### src/rtl/pc_pkg.sv
// pc_pkg: shared encodings for the program-counter sequencer.
// Used by pc_target_mux and pc_sequencer.
package pc_pkg;

  typedef enum logic [1:0] {
    PCSEL_SEQ    = 2'b00,
    PCSEL_BRANCH = 2'b01,
    PCSEL_JUMP   = 2'b10,
    PCSEL_REG    = 2'b11
  } pc_sel_e;

  typedef enum logic [1:0] {
    ST_RUN    = 2'b00,
    ST_HALTED = 2'b01,
    ST_FAULT  = 2'b10
  } pc_state_e;

  localparam logic [31:0] PC_RESET_DEFAULT = 32'h0000_0000;

endpackage

### src/rtl/pc_target_mux.sv
// pc_target_mux: builds seq/branch/jump/register next-PC candidates
// and selects one; purely combinational.
module pc_target_mux
  import pc_pkg::*;
(
  input  logic [31:0] pc,
  input  logic [1:0]  sel,
  input  logic        branch_taken,
  input  logic [31:0] branch_offset,
  input  logic [25:0] jump_imm,
  input  logic [31:0] jr_target,
  output logic [31:0] pc4,
  output logic [31:0] next_pc
);

  logic [31:0] seq_pc;
  logic [31:0] br_pc;
  logic [31:0] jmp_pc;

  assign seq_pc = pc + 32'd4;
  assign br_pc  = seq_pc + {branch_offset[29:0], 2'b00};
  // Region bits come from the current PC, not PC+4.
  assign jmp_pc = {pc[31:28], jump_imm, 2'b00};
  assign pc4    = seq_pc;

  always_comb begin
    next_pc = seq_pc;
    unique case (sel)
      PCSEL_SEQ:    next_pc = seq_pc;
      PCSEL_BRANCH: next_pc = branch_taken ? br_pc : seq_pc;
      PCSEL_JUMP:   next_pc = jmp_pc;
      PCSEL_REG:    next_pc = jr_target;
      default:      next_pc = seq_pc;
    endcase
  end

endmodule

### src/rtl/pc_sequencer.sv
// pc_sequencer: architectural PC, retire counter and RUN/HALTED/FAULT FSM.
// Define LINK_EN to add link-register capture (link, link_pc, link_valid).
module pc_sequencer
  import pc_pkg::*;
#(
  parameter logic [31:0] RESET_PC = PC_RESET_DEFAULT
) (
  input  logic        CLK,
  input  logic        Reset,
  input  logic        pc_write,
  input  logic [1:0]  sel,
  input  logic        branch_taken,
  input  logic [31:0] branch_offset,
  input  logic [25:0] jump_imm,
  input  logic [31:0] jr_target,
  input  logic        halt,
`ifdef LINK_EN
  input  logic        link,
  output logic [31:0] link_pc,
  output logic        link_valid,
`endif
  output logic [31:0] PC0,
  output logic [31:0] PC4,
  output logic [1:0]  state,
  output logic [31:0] fault_addr,
  output logic [31:0] retire_cnt
);

  pc_state_e   st;
  logic [31:0] next_pc;
  logic        misalign;

  pc_target_mux u_mux (
    .pc            (PC0),
    .sel           (sel),
    .branch_taken  (branch_taken),
    .branch_offset (branch_offset),
    .jump_imm      (jump_imm),
    .jr_target     (jr_target),
    .pc4           (PC4),
    .next_pc       (next_pc)
  );

  assign misalign = (sel == PCSEL_REG) && (jr_target[1:0] != 2'b00);
  assign state    = st;

  always_ff @(posedge CLK) begin
    if (Reset) begin
      st         <= ST_RUN;
      PC0        <= RESET_PC;
      fault_addr <= '0;
      retire_cnt <= '0;
`ifdef LINK_EN
      link_pc    <= '0;
      link_valid <= 1'b0;
`endif
    end else begin
`ifdef LINK_EN
      link_valid <= 1'b0;
`endif
      if (st == ST_RUN) begin
        // A misaligned register jump faults and outranks halt.
        if (pc_write && misalign) begin
          st         <= ST_FAULT;
          fault_addr <= jr_target;
        end else begin
          if (pc_write) begin
            PC0        <= next_pc;
            retire_cnt <= retire_cnt + 32'd1;
`ifdef LINK_EN
            if (link && sel[1]) begin
              link_pc    <= PC0 + 32'd8;
              link_valid <= 1'b1;
            end
`endif
          end
          if (halt)
            st <= ST_HALTED;
        end
      end
    end
  end

endmodule

### config.mk
export PLATFORM = sky130hd
export DESIGN_NAME = pc_sequencer
export DESIGN_NICKNAME = d
export VERILOG_FILES = /design/src/rtl/pc_pkg.sv /design/src/rtl/pc_target_mux.sv /design/src/rtl/pc_sequencer.sv
export SDC_FILE = /design/constraint.sdc
export NUM_CORES = 1
export LEC_CHECK = 0
export CAP_MARGIN = 20
export CORE_ASPECT_RATIO = 1.1
export CORE_MARGIN = 1
export CORE_UTILIZATION = 40
export DETAILED_ROUTE_END_ITERATION = 8
export PLACE_DENSITY = 0.76
export SETUP_SLACK_MARGIN = 0.15
export SYNTH_ARGS = -nofsm -noshare
export SYNTH_HDL_FRONTEND = slang
export SYNTH_SLANG_ARGS = --single-unit
### constraint.sdc
create_clock -name CLK -period 4.8 [get_ports CLK]
set_clock_uncertainty 0.2 [all_clocks]
set_input_delay 0.96 -clock CLK [delete_from_list [all_inputs] [get_ports CLK]]
set_output_delay 0.96 -clock CLK [all_outputs]
set_load 0.02 [all_outputs]
* Word level (Yosys, flattened, before mapping) *
Cells that the tools add are included.

storage, ports and cells
  bits in registers = 98
  output and inout port bits = 130
  word-level logic and storage cells = 27

cells by class
  add/sub/neg operators = 3
  eq/ne operators = 3
  muxes and demuxes = 4
  bitwise gates (word level) = 2
  reductions and logical operators = 10

operators with widths
  operator                                              count
  case mux 32 bit (4 select lines)                      1
  adder 32 x 1 -> 32 bit (second input constant)        1
  adder 32 x 3 -> 32 bit (second input constant)        1
  adder 32 bit                                          1
  two-way mux 32 bit                                    1
  equality test 2 bit (second input constant)           2
  logical NOT 2 bit                                     2
  two-way mux 2 bit                                     2
  AND reduction 2 bit                                   2
  AND reduction 4 bit                                   1
  nonzero test 2 bit                                    2
  AND reduction 3 bit                                   1
  equality test 2 x 1 -> 1 bit (second input constant)  1
  logical AND 1 bit                                     2
  NOT 1 bit                                             2

* Longest topological paths before layout *
Gate-level depths: netlist of the first run.

  word-level depth = 5
  gate-level depth with buffers = 17
  depth with buffers taken out = 16

* Modules after synthesis *
From an unflattened synthesis of the first run, not the netlist that was laid out.

second synthesis, totals
  cell total of the unflattened synthesis = 955
  area, all modules = 7171.9 um^2

modules (own cells, without submodules)
  module         times used  cells each  area an instance (um^2)
  pc_sequencer   1           472         3829.9
  pc_target_mux  1           483         3342.0

* Worst setup path before layout of the first run *
Ideal clock, no wire load.

  path type = reg-to-reg
  start point = register PC0[2]
  end point = register PC0[31]
  setup time = 144 ps
  data arrival time = 3752 ps
  slack = 703 ps
  cell stages (with the launch flop) = 16
  path buffers = 0
  clock period less this slack = 4097 ps
  cell sequence = dfxtp_1 > ha_1 > inv_1 > nor4_4 > nand2_2 > nor4_4 > xor2_1 > ha_1 > a21oi_1 > inv_1 > a2111oi_0 > nand2_1 > o21ai_0 > a2111oi_0 > nor3_1 > o311ai_0

on the way
  longest elaborated chain between the ends = 4

RTL lines
  what                              line                 source
  start: declaration                pc_sequencer.sv:22   output logic [31:0] PC0,
  start signal: assignment          pc_sequencer.sv:68   PC0 <= next_pc;
  adder 32 x 3 -> 32 bit            pc_target_mux.sv:20  assign seq_pc = pc + 32'd4;
  via PC4[28]                       pc_sequencer.sv:23   output logic [31:0] PC4,
  adder 32 bit                      pc_target_mux.sv:21  assign br_pc = seq_pc + {branch_offset[29:0], 2'b00};
  two-way mux 32 bit                pc_target_mux.sv:30  PCSEL_BRANCH: next_pc = branch_taken ? br_pc : seq_pc;
  case mux 32 bit (4 select lines)  pc_target_mux.sv:28  unique case (sel)

The timed path passes the listed nets, and every way through them passes these cells.
A chain may end at the register's enable or synchronous reset.

* Worst setup path after layout of the first run *
  start point = register PC0[2]
  end point = output port PC4[26]

on the way
  longest elaborated chain between the ends = 1

RTL lines
  what                    line
  adder 32 x 3 -> 32 bit  pc_target_mux.sv:20
  end: declaration        pc_sequencer.sv:23

Every way passes these cells.

==> results of run 1 <==
## cell type report
cell class,count,area share
clock inverter,7,0.00702
timing repair buffer,244,0.243
multi-input combinational,754,0.487
inverter,25,0.00958
tap,234,0.0299
clock buffer,9,0.0230
sequential,98,0.200
## cell families after synthesis
group	Yosys count	synth area share
AOI/OAI and AO/OA	246	0.224
xor gates and xnor gates	68	0.0847
adders and majority gates	37	0.0669
buffers and inverters	74	0.0432
DFF	98	0.279
muxes	22	0.0329
and+or+nand+nor	381	0.269
## power by group
part / internal, W / switching (W) / leakage, nW
registers: 0.000845 / 0.0000495 / 0.796
clock network: 0.000368 / 0.000362 / 0.146
logic: 0.000349 / 0.000436 / 2.79
total: 0.00156 / 0.000848 / 3.73
## how the worst min path moves through the flow
stage                         startpoint             end  cells past startpoint
after floorplan            fault_addr[0]   fault_addr[0]                      2
after global placement     fault_addr[2]   fault_addr[2]                      2
after detailed placement  fault_addr[12]  fault_addr[12]                      2
after CTS                 fault_addr[12]  fault_addr[12]                      2
after global routing      fault_addr[21]  fault_addr[21]                      2
final                      fault_addr[2]   fault_addr[2]                      2
## layer usage
| metal | vias to the layer above | global-route usage | part of all wire |
|---|---|---|---|
| met5 | - | 0 | 0 |
| met4 | 0 | 0.105 | 0.030 |
| met3 | 62 | 0.0410 | 0.081 |
| met2 | 375 | 0.462 | 0.46 |
| met1 | 3589 | 0.364 | 0.43 |
| li1 | 3733 | - | - |
## registers in the layout, summed over array words and instances, names as in the netlist
name,flops
PC0,32
fault_addr,32
retire_cnt,32
state,2
## critical path: cells and delay by family (launching register included)
kind / cells / cell delay, ps
XOR/XNOR: 1 / 340
flip-flops: 1 / 440
adder cells (fa/ha/maj): 1 / 310
AND/OR/NAND/NOR: 4 / 1080
buffers and inverters: 2 / 780
## cells in the final DEF, fill, tap and decap left out, drive strengths merged, types with 13 or more instances in the layout
cell,synthesis,final
mux2i,13,13
a21oi,94,94
nand4,24,24
clkdlybuf4s50,0,222
o21ai,48,48
nand3,27,27
a21o,15,15
xor2,34,34
inv,24,28
nor3,18,18
nand2,153,153
dfxtp,98,98
ha,36,36
nor2,91,91
buf,10,22
xnor2,34,34
## per-stage QoR
step / setup WS, ps / area [µm²] / total power [W]
5_1_grt: 180 / 9800 / 0.00251
3_3_place_gp: 440 / 9500 / 0.00168
4_1_cts: 241 / 9800 / 0.00241
3_5_place_dp: 296 / 9500 / 0.00168
6_report: 343 / 9800 / 0.00241
2_1_floorplan: 703 / 7030 / 0.00135
==> summary.txt, run 1 <==
Worst setup path
  – Slowest cell delay on critical path: 680 ps
  – Critical Path AT: 3300 ps
  – CP Capture Type: primary output
  – RR Startpoint: PC0[2]
  – Critical Path, Cell by Cell: ha_2, inv_1, nor4_4, nand2_2, nor2_1, nand4_1, xnor2_1, clkdlybuf4s50_1
  – Worst setup endpoint: PC4[26]
  – Data required, critical path: 3640 ps
  – Critical path class: register to primary output
  – CP Launch Point: PC0[2]
  – Crit path max fanout: 6
  – R2r setup slk: 410 ps
  – RR Endpoint: PC0[31]
  – Worst path slowest cell: clkdlybuf4s50_1
  – R2R cell count: 15
  – Type of origin of the critical path: register

Die
  – Die area: 0.0181 mm²
  – Die W: 128 µm
  – I/O pin count: 227
  – Starting Density: 0.412
  – Row Count: 50
  – Die height: 141 µm
  – CORE AREA: 0.0171 mm²

Timing
  – Fmax: 224 MHz
  – Slew @ Worst Pin: 993 ps
  – Max Slew Vio Count: 0
  – Final setup fails: 0
  – Hold Slack: 253 ps
  – Fin. Hold Viols: 0
  – Fin crit share: 0.929
  – Sum Neg Setup Slack: 0 ps
  – Fin crit period: 4460 ps
  – RSZ-0062 raised after global routing: false
  – Relative slew slack: 0.335

Place
  – Final Wtd Congestion: 0.964
  – Placed insts: 1355
  – HPWL Detailed: 19.1 mm
  – Number of port buffers: 224

Final layout
  – Diodes inserted: 0
  – Fillers: 1601
  – Fin util: 0.574
  – Multi-input logic area: 0.00477 mm²
  – Fraction of layout cells with a size suffix above 1: 0.0695
  – Layout Nets: 1266
  – Non-filler instance count after layout: 1371
  – Area delta synth->final: 39.4%
  – Reg area: 0.00196 mm²

Power
  – Peak VDD IR: 0.000176 V
  – Pwr/cell area: 246 mW/mm²
  – Leak: 3.73 nW

Global routing
  – Vias in the first global route: 7546
  – Total Routing Usage GR: 0.279
  – Pin count of the biggest net entering global routing: 53
  – First-pass GRT wire length: 39.6 mm
  – Total grt overflow: 0
  – Initial antenna violation count: 0

Detailed routing
  – DR WL/cell: 18.3 µm
  – Routed Antenna Nets: 0
  – WL final: 25.1 mm
  – Drt first pass iters: 5
  – Vias: 7759
  – Drt drc: 0
  – Via/cell ratio: 5.66
  – Initial DRC count: 601

Synth
  – Cell taking the most area after synthesis: dfxtp_1
  – Post-synthesis sequential element count: 98
  – Top FF cell, synth: dfxtp_1
  – Synth Cell Area: 0.00703 mm²
  – Mapped Nets: 1060
  – Syn_area_per_cell: 7.59 µm²
  – Cell with the most instances after synthesis: nand2_1
  – Distinct cells, synth: 80
  – Number of flops mapped to enable cells by yosys: 0
  – Main area contributors after synthesis: dfxtp_1, nand2_1, a21oi_1
  – Seq/Total Area, Yosys: 0.279
  – Cells after Synth: 926
  – Yosys warning count: 0
  – Commonest cells in the netlist: nand2_1, dfxtp_1, a21oi_1, nor2_1, o21ai_0
  – Ys async rst share: 0
  – Yosys top cell area share: 0.279

Hold path
  – Hold Path Class: register to register

Clock network
  – CTS tree: yes
  – CTS clk-pin slew, worst paths: 70 ps
  – Hold-fix buffers, CTS: 0
  – Root Driver: clkbuf_16
  – Longest Clk Path Bufs: 2
  – Num CTS Buffers: 9
  – # resized after CTS: 0
  – H-tree depth: 3
  – Post CTS Setup Buffer Count: 0
  – Clock sinks: 98
  – Clock Latency Late Sink: 350 ps

Flow run
  – Maxcap violations: 0

Outcome
  – Outcome: finished, final reports clean
Note: power is estimated with default switching activity, not from simulation.
==> run 2: changes to the inputs <==
--- a/config.mk
+++ b/config.mk
@@ -15,3 +15,4 @@
 export SYNTH_ARGS = -nofsm -noshare
 export SYNTH_HDL_FRONTEND = slang
 export SYNTH_SLANG_ARGS = --single-unit
+export TNS_END_PERCENT = 50
==> constraint.sdc (replaced) <==
create_clock -name CLK -period 4.4 [get_ports CLK]
set_clock_uncertainty 0.2 [all_clocks]
set_input_delay 0.88 -clock CLK [delete_from_list [all_inputs] [get_ports CLK]]
set_output_delay 0.88 -clock CLK [all_outputs]
set_load 0.02 [all_outputs]
==> run 2 against run 1 <==
  * Global-route usage is 0.66 points lower
  * Wire length rose by 1.3%
  * Final area is 1.4% higher
  * Clock power rose by 13%
  * Sequential cell count did not move
  * Power grew 11%
  * Via count is 0.80% higher
  * Core utilization grew 0.78 points
  * Non-clock buffer count increased by 16
  * Worst hold slack about the same
  * First-iteration DRC count rose by 24%
==> summary.txt, run 2 (synthesis results as in run 1) <==
Timing
  – Sum Neg Setup Slack: 0 ps
  – Max Slew Vio Count: 0
  – Slew @ Worst Pin: 955 ps
  – Final setup fails: 0
  – Fin. Hold Viols: 0
  – Fin crit share: 0.962
  – Fin crit period: 4230 ps
  – RSZ-0062 raised after global routing: true
  – Relative slew slack: 0.361
  – Fmax: 236 MHz

Final layout
  – Most frequent cells in the layout: clkdlybuf4s50_1, nand2_1, dfxtp_1, a21oi_1, nor2_1
  – Reg area: 0.00196 mm²
  – Largest regs: PC0 x32, fault_addr x32, retire_cnt x32
  – Area delta synth->final: 41.3%
  – Layout Nets: 1282
  – Fillers: 1550
  – Fraction of layout cells with a size suffix above 1: 0.0824
  – Multi-input logic area: 0.00478 mm²
  – Most common cell after layout, fill and taps aside: clkdlybuf4s50_1
  – Design area: 0.00993 mm²
  – Diodes inserted: 0
  – Fin util: 0.582

Clock network
  – CTS tree: yes
  – Root Driver: clkbuf_16
  – Longest Clk Path Bufs: 2
  – CTS clk-pin slew, worst paths: 70 ps
  – Clock sinks: 98
  – Num CTS Buffers: 9
  – H-tree depth: 3
  – Hold-fix buffers, CTS: 0
  – Clock Latency Late Sink: 360 ps

Global routing
  – Initial antenna violation count: 0
  – First-pass GRT wire length: 38.2 mm
  – Total Routing Usage GR: 0.272
  – Total grt overflow: 0
  – Vias in the first global route: 7204
  – Pin count of the biggest net entering global routing: 70

Die
  – Die W: 128 µm
  – Row Count: 50
  – Die area: 0.0181 mm²
  – I/O pin count: 227
  – Die height: 141 µm
  – Starting Density: 0.412
  – CORE AREA: 0.0171 mm²

Worst setup path
  – Crit path max fanout: 11
  – Type of origin of the critical path: register
  – Data required, critical path: 4450 ps
  – Critical Path AT: 4280 ps
  – CP Capture Type: register
  – CP Launch Point: PC0[9]
  – Critical path class: register to register
  – RR Startpoint: PC0[9]

Place
  – HPWL Detailed: 19.4 mm
  – Number of port buffers: 224
  – Final Wtd Congestion: 0.954
  – Instance area after placement: 0.00961 mm²

Detailed routing
  – Routed Antenna Nets: 0
  – DR WL/cell: 18.3 µm
  – Via/cell ratio: 5.64
  – Drt drc: 0
  – Vias: 7821
  – Drt first pass iters: 5
  – WL final: 25.4 mm
  – Initial DRC count: 744

Hold path
  – Hold Startpoint: fault_addr[1]
  – Hold Path Class: register to register

Power
  – Total Power: 0.00268 W
  – Pwr/cell area: 270 mW/mm²
  – Peak VDD IR: 0.000142 V
  – Leak: 3.83 nW

Outcome
  – Outcome: finished, final reports clean

Flow run
  – Maxcap violations: 0
[run 2: changes by cell type in the layout (fill, tap and decap cells not counted), sizes merged]
cell | previous run | this run
buf | 22 | 38
bufinv | 0 | 1
clkinv | 4 | 5
inv | 28 | 26
[run 2: worst paths after layout]
kind / end / slack [ps] / cells past startpoint
worst min register to register: fault_addr[1] / 250 / 2
worst max-delay path: PC0[22] / 170 / 13
worst min-delay path: fault_addr[1] / 250 / 2
worst max register to register: PC0[22] / 170 / 13
[run 2: through the flow]
stage | hold WS [ps] | setup WS, ps | std cells
CTS | 255 | 171 | 1385
floorplan | 335 | 303 | 926
global placement | 241 | 295 | 1369
detailed placement | 246 | 261 | 1369
global route | 278 | 86.0 | 1387
finish | 253 | 165 | 1387
[run 2: timing repair]
action | in CTS | in global routing
setup buffers | 0 | 2
setup endpoints to repair | 0 | 7
hold endpoints to repair | 0 | 0
gates resized for setup | 0 | 1
[run 2: critical path, cell delays in order, from the launching register on]
cell	delay, ps
dfxtp_1	450
nand4_1	300
nor4_4	220
buf_4	240
xor2_1	280
ha_1	360
a21oi_1	160
o21ai_0	150
a2111oi_0	680
o221ai_1	260
a21oi_1	310
o21ai_0	150
xnor2_1	240
o22ai_1	100
[run 2: cell type report]
class,count,share of cell area
Clock buffer,9,0.0227
Clock inverter,7,0.00781
Inverter,25,0.00945
Multi-Input combinational cell,754,0.481
Sequential cell,98,0.198
Tap cell,234,0.0295
Timing Repair Buffer,260,0.252
[run 2: layer usage]
layer  vias to the layer above  part of all wire  track usage  wire, µm
li1                       3766                 -            -         -
met1                      3679              0.44        0.360     11200
met2                       327              0.46        0.444     11700
met3                        49             0.068       0.0387      1740
met4                         0             0.028        0.109       712
met5                         -                 0            0         0
[run 2: power by group]
group	total [W]	leakage, nW	internal (W)	switching (W)
sequential	0.000975	0.796	0.000922	0.0000530
clock	0.000827	0.152	0.000447	0.000379
combinational	0.000878	2.88	0.000394	0.000484
